`config.mk`:
```
export PLATFORM = sky130hd
export DESIGN_NAME = cordic_core
export DESIGN_NICKNAME = d
export VERILOG_FILES = /design/src/rtl/cordic_core.sv
export SDC_FILE = /design/constraint.sdc
export NUM_CORES = 1
export LEC_CHECK = 0
export CORE_AREA = 2 2 161 131
export CTS_BUF_LIST = sky130_fd_sc_hd__clkbuf_4
export DETAILED_ROUTE_END_ITERATION = 7
export DIE_AREA = 0 0 163 133
export GPL_TIMING_DRIVEN = 0
export PLACE_DENSITY_LB_ADDON = 0.05
export SETUP_SLACK_MARGIN = 0.2
export SYNTH_ARGS = -nofsm -noshare
export SYNTH_HDL_FRONTEND = slang
export SYNTH_SLANG_ARGS = --single-unit
```
`constraint.sdc`:
```
create_clock -name clk -period 14.2 [get_ports clk]
set_input_delay 3.55 -clock clk [delete_from_list [all_inputs] [get_ports clk]]
set_output_delay 3.55 -clock clk [all_outputs]
set_load 0.01 [all_outputs]
```
`src/rtl/cordic_core.sv`:
```
// Iterative rotation-mode CORDIC: 2**AW micro-rotations fed by an external
// registered-read arctangent ROM, one iteration per clock, no gain correction.
module cordic_core #(
   parameter int DW = 16,
   parameter int AW = 4
) (
   input  logic          clk,
   input  logic          rst_b,
   input  logic          bgn,
   input  logic [DW-1:0] x_in,
   input  logic [DW-1:0] y_in,
   input  logic [DW-1:0] z_in,
   output logic [AW-1:0] rom_addr,
   input  logic [DW-1:0] rom_data,
   output logic [DW-1:0] x_out,
   output logic [DW-1:0] y_out,
   output logic [DW-1:0] z_out,
   output logic          busy,
   output logic          fin
);

   typedef enum logic [1:0] {
      S_IDLE = 2'd0,
      S_LOAD = 2'd1,
      S_ITER = 2'd2,
      S_DONE = 2'd3
   } state_t;

   state_t state_q, state_d;

   logic [AW-1:0] k_q, k_d;
   logic signed [DW-1:0] x_q, x_d;
   logic signed [DW-1:0] y_q, y_d;
   logic signed [DW-1:0] z_q, z_d;

   logic [DW-1:0] x_out_q, x_out_d;
   logic [DW-1:0] y_out_q, y_out_d;
   logic [DW-1:0] z_out_q, z_out_d;
   logic [AW-1:0] rom_addr_q, rom_addr_d;
   logic          busy_q, busy_d;
   logic          fin_q, fin_d;

   logic signed [DW-1:0] x_sh_s, y_sh_s;
   logic signed [DW-1:0] x_step_s, y_step_s, z_step_s;
   logic                 z_neg_s;

   // Signed accumulate in either direction; wraps modulo 2**DW.
   function automatic logic [DW-1:0] add_dir(input logic [DW-1:0] a,
                                              input logic [DW-1:0] b,
                                              input logic          sub);
      logic [DW-1:0] r;
      if (sub) begin
         r = a - b;
      end else begin
         r = a + b;
      end
      return r;
   endfunction

   // State and datapath registers
   always_ff @(posedge clk or negedge rst_b) begin
      if (!rst_b) begin
         state_q    <= S_IDLE;
         k_q        <= '0;
         x_q        <= '0;
         y_q        <= '0;
         z_q        <= '0;
         x_out_q    <= '0;
         y_out_q    <= '0;
         z_out_q    <= '0;
         rom_addr_q <= '0;
         busy_q     <= 1'b0;
         fin_q      <= 1'b0;
      end else begin
         state_q    <= state_d;
         k_q        <= k_d;
         x_q        <= x_d;
         y_q        <= y_d;
         z_q        <= z_d;
         x_out_q    <= x_out_d;
         y_out_q    <= y_out_d;
         z_out_q    <= z_out_d;
         rom_addr_q <= rom_addr_d;
         busy_q     <= busy_d;
         fin_q      <= fin_d;
      end
   end

   // Next-state logic
   always_comb begin
      state_d = state_q;
      case (state_q)
         S_IDLE: begin
            if (bgn) begin
               state_d = S_LOAD;
            end else begin
               state_d = S_IDLE;
            end
         end
         S_LOAD: state_d = S_ITER;
         S_ITER: begin
            if (k_q == {AW{1'b1}}) begin
               state_d = S_DONE;
            end else begin
               state_d = S_ITER;
            end
         end
         S_DONE:  state_d = S_IDLE;
         default: state_d = S_IDLE;
      endcase
   end

   // One micro-rotation; direction follows the sign of the residual angle
   always_comb begin
      z_neg_s  = z_q[DW-1];
      x_sh_s   = x_q >>> k_q;
      y_sh_s   = y_q >>> k_q;
      x_step_s = add_dir(x_q, y_sh_s, ~z_neg_s);
      y_step_s = add_dir(y_q, x_sh_s, z_neg_s);
      z_step_s = add_dir(z_q, rom_data, ~z_neg_s);
   end

   // Working vector and iteration counter
   always_comb begin
      x_d = x_q;
      y_d = y_q;
      z_d = z_q;
      k_d = k_q;
      case (state_q)
         S_IDLE: begin
            if (bgn) begin
               x_d = x_in;
               y_d = y_in;
               z_d = z_in;
               k_d = '0;
            end else begin
               k_d = k_q;
            end
         end
         S_ITER: begin
            x_d = x_step_s;
            y_d = y_step_s;
            z_d = z_step_s;
            k_d = k_q + {{(AW-1){1'b0}}, 1'b1};
         end
         default: begin
            k_d = k_q;
         end
      endcase
   end

   // Registered outputs; rom_addr runs one entry ahead to hide the ROM latency
   always_comb begin
      busy_d  = (state_d == S_LOAD) || (state_d == S_ITER);
      fin_d   = (state_d == S_DONE);
      x_out_d = x_out_q;
      y_out_d = y_out_q;
      z_out_d = z_out_q;
      if (state_d == S_ITER) begin
         rom_addr_d = k_d + {{(AW-1){1'b0}}, 1'b1};
      end else begin
         rom_addr_d = '0;
      end
      if ((state_q == S_ITER) && (state_d == S_DONE)) begin
         x_out_d = x_d;
         y_out_d = y_d;
         z_out_d = z_d;
      end else begin
         x_out_d = x_out_q;
      end
   end

   assign rom_addr = rom_addr_q;
   assign x_out    = x_out_q;
   assign y_out    = y_out_q;
   assign z_out    = z_out_q;
   assign busy     = busy_q;
   assign fin      = fin_q;

endmodule
```
==> reports/results.tsv <==
stage	metric	value	unit
global_routing	largest net degree at the start of global routing	70	
setup_path	crit path max-delay cell type	nor3b_1	
layout	Nets	1224	
yosys	Area contributors post-synth	dfrtp_1 (30%), ha_1 (8.0%), mux2_2 (7.9%)	
drt	number of remaining DRC errors	0	
yosys	register bit total from synthesis	108	
sta	Tcrit/Tclk final	48.4	%
yosys	Top FF cell, synth	dfrtp_1	
global_routing	GRT Residual Overflow	0	
sta	RSZ-0062 raised after global routing	false	
setup_path	Critical Path RT	14.59	ns
floorplanning	core area	20300	µm²
placement	gpl congestion	0.970	
setup_path	critical path class	in2reg	
clocking	root buffer cell	clkbuf_4	
sta	maximum clock rate	0.146	GHz
sta	Slew Viols, Final	0	
global_routing	first-pass GRT wire length	47400	µm
drt	violation count after the first detailed-routing iteration	804	
job	maxcap violations	0	
clocking	# hold bufs at CTS	0	
drt	via-per-instance ratio	5.93	
yosys	Synth Instances	965	
sta	setup TNS	0	ns
clocking	Post-CTS Resized	0	
layout	P&R area growth vs syn	19.3	%
clocking	clock-pin slew on the worst setup and hold paths	0.21	ns
yosys	post-synthesis mux area share	16.5	%
clocking	CTS H-tree lvls	3	
setup_path	family with the most delay on the worst path	compound AO/OA/AOI/OAI gates	
floorplanning	IO Pins	121	
clocking	post-CTS setup buffers	0	
floorplanning	die area	21700	µm²
setup_path	crit-path most repeated cell	xnor2_1	
yosys	post-synth net total	1092	
layout	fin area	10600	µm²
yosys	Simple-Gate Fraction of Synth Area	13.4	%
placement	Port Buf Inserts	120	
sta	Final Hold Viols	0	
setup_path	worst-path cell chain	clkdlybuf4s50_1 > or3_1 > nor3b_1 > nor2_1 > xnor2_1 > ha_1 > nand2_1 > a21oi_1 > a221o_1 > a41o_1 > o41ai_1 > o21ai_0 > xnor2_1 > a31oi_1	
yosys	FFs w/ async S/R, synth	100	%
setup_path	Largest stage delay, worst path	0.48	ns
yosys	main combinational cell family by area after synthesis	compound AO/OA/AOI/OAI gates	
sta	Tmin final	6.87	ns
placement	Place WS	6.77	ns
clocking	Num Clock Sinks	108	
status	run status	finished, final reports clean	
floorplanning	initial core utilization	43.8	%
yosys	sequential cell area fraction in the yosys report	30.4	%
global_routing	vias in the first global route	7691	
worst_hold_path	worst min path class	reg2reg	
global_routing	Tot GR Track Use	29.5	%
yosys	Yosys top cell by area	dfrtp_1	
placement	Placed Instance Area	10400	µm²
placement	dpl hpwl	23600	µm
yosys	synthesized area per cell	9.20	µm²
layout	Fill cells	1973	
yosys	XOR/XNOR Fraction of Synth Area	7.99	%
drt	via count	8136	
clocking	clock buffer depth	2	
layout	share of layout cells above drive strength 1	10.9	%
clocking	Num CTS Buffers	9	
drt	antenna-violating nets left	0	
clocking	clock tree from TritonCTS	built	
setup_path	crit start category	input port	
yosys	Cell variety after synth	64	
yosys	yosys warns	0	
sta	Final Skew	0.0338	ns
sta	Worst slew margin	25.1	%
yosys	Post-Synth Adder-Cell Area	8.71	%
global_routing	initial antenna violation count	3	
setup_path	number of buffers and inverters on the critical path	1	
sta	final hold slack	0.511	ns
yosys	Post-Syn Area	8880	µm²
yosys	share of the synthesized area in the top cell type	30.4	%
clocking	Clock Latency Late Sink	0.54	ns
sta	# setup viols final	0	
floorplanning	chip height	133	µm
floorplanning	num rows	47	
drt	Routed WL	31300	µm
yosys	post-synthesis compound-gate area fraction	18.9	%
drt	WL/cell	22.8	µm
sta	Worst Slack Setup Final	7.33	ns
sta	worst slew pin tran	1.12	ns
setup_path	crit path max fanout	4	
setup_path	worst path arrival time	7.26	ns
drt	First-pass DRT Iterations	5	
floorplanning	die width	163	µm
setup_path	Worst setup EP type	register	
yosys	number of flops mapped to enable cells by yosys	0	
[metal layers]
metal  wire length (µm)  share of wire [%]  GRT usage (%)
met4                804                2.6           8.41
met3               2950                9.4           8.56
met5                 45               0.14           3.18
met1              15000                 48           44.6
met2              12500                 40           40.2
[final cells by class]
class                      instances  area [µm²]  share of cell area (%)
clock buffer                      10        75.1                   0.709
clock inverter                     6        63.8                   0.603
timing repair buffer             121        1230                    11.6
tap                              269         337                    3.18
sequential                       108        2700                    25.5
multi-input combinational        766        5810                    54.8
antenna                            2        5.00                  0.0473
buffer                            50         215                    2.03
inverter                          41         154                    1.45
[cells in the mapped netlist, types with 8 or more instances]
cell      number
o21a_1         8
nor2_1        92
buf_1          9
nand2_1      104
a21o_1        10
nor2b_1       13
clkbuf_1      33
nand2b_1       8
a21oi_1       44
ha_1          57
o211ai_1       9
a22oi_1       38
mux2_2        62
o21ai_0       62
xor2_1        35
dfrtp_1      108
a31oi_1       23
mux2i_1       12
xnor2_1       46
inv_1         40
nor3_1        19
mux4_2        28
a221o_1       13
and2_1         8
[per-stage QoR]
| stage | instances | utilization, % |
|---|---|---|
| floorplan | 965 | - |
| global placement | 1354 | 51.3 |
| detailed placement | 1355 | 51.5 |
| CTS | 1371 | 52.2 |
| global route | 1372 | 52.2 |
| finish | 1373 | 52.2 |
[final timing paths]
check | cells after the start | slack (ns) | startpoint | end
worst max-delay path | 14 | 7.33 | rom_data[4] | z_out[15]$_DFFE_PN0P_
worst min-delay path | 2 | 0.51 | y_out[12]$_DFFE_PN0P_ | y_out[12]$_DFFE_PN0P_
worst max register to register | 19 | 8.65 | k_q[1]$_DFF_PN0_ | y_q[14]$_DFF_PN0_
worst min register to register | 2 | 0.51 | y_out[12]$_DFFE_PN0P_ | y_out[12]$_DFFE_PN0P_
max in group asynchronous | 2 | 10.58 | rst_b | x_q[8]$_DFF_PN0_
min in group asynchronous | 1 | 2.91 | rst_b | x_out[8]$_DFFE_PN0P_
[placed cells by master (no fill, tap or decap), types with 4 or more instances in the layout]
cell type	netlist	routed
a211o_1	4	4
a21o_1	10	10
a21oi_1	44	44
a221o_1	13	13
a22o_1	5	5
a22oi_1	38	38
a31oi_1	23	23
and2_1	8	8
and3_1	5	5
buf_1	9	9
buf_2	4	4
clkbuf_1	33	33
clkbuf_4	0	10
clkdlybuf4s50_1	0	119
dfrtp_1	108	108
ha_1	57	57
inv_1	40	40
mux2_2	62	62
mux2i_1	12	12
mux4_2	28	28
nand2_1	104	104
nand2b_1	8	8
nand3_1	7	7
nor2_1	92	92
nor2b_1	13	13
nor3_1	19	19
o211ai_1	9	9
o21a_1	8	8
o21ai_0	62	62
o21bai_1	5	5
o22a_1	4	4
o31a_1	4	4
xnor2_1	46	46
xor2_1	35	35
[sequential cells by signal, indices dropped and copies added (netlist names), 2 cells and up]
signal and count:
x_out 16, z_q 16, state_q 2, rom_addr 4, z_out 16, y_out 16, x_q 16, k_q 4
y_q 16
[tightest hold or removal path, stage by stage (launching register included)]
cell	delay [ns]
dfrtp_1	0.40
nand2_1	0.05
nand2_1	0.05
[kinds of logic (layout without fill, tap and decap cells)]
family          Yosys count  after routing
compound gates          252            252
mux                     103            103
flops                   108            108
xor+xnor                 81             81
fa+ha+maj                60             60
simple gates            270            270
buf+inv                  91            228
other cells               0              2
Power is left out: the tool's default activity adds up to more than one toggle a clock period on the data nets, which glitch-free logic cannot reach.
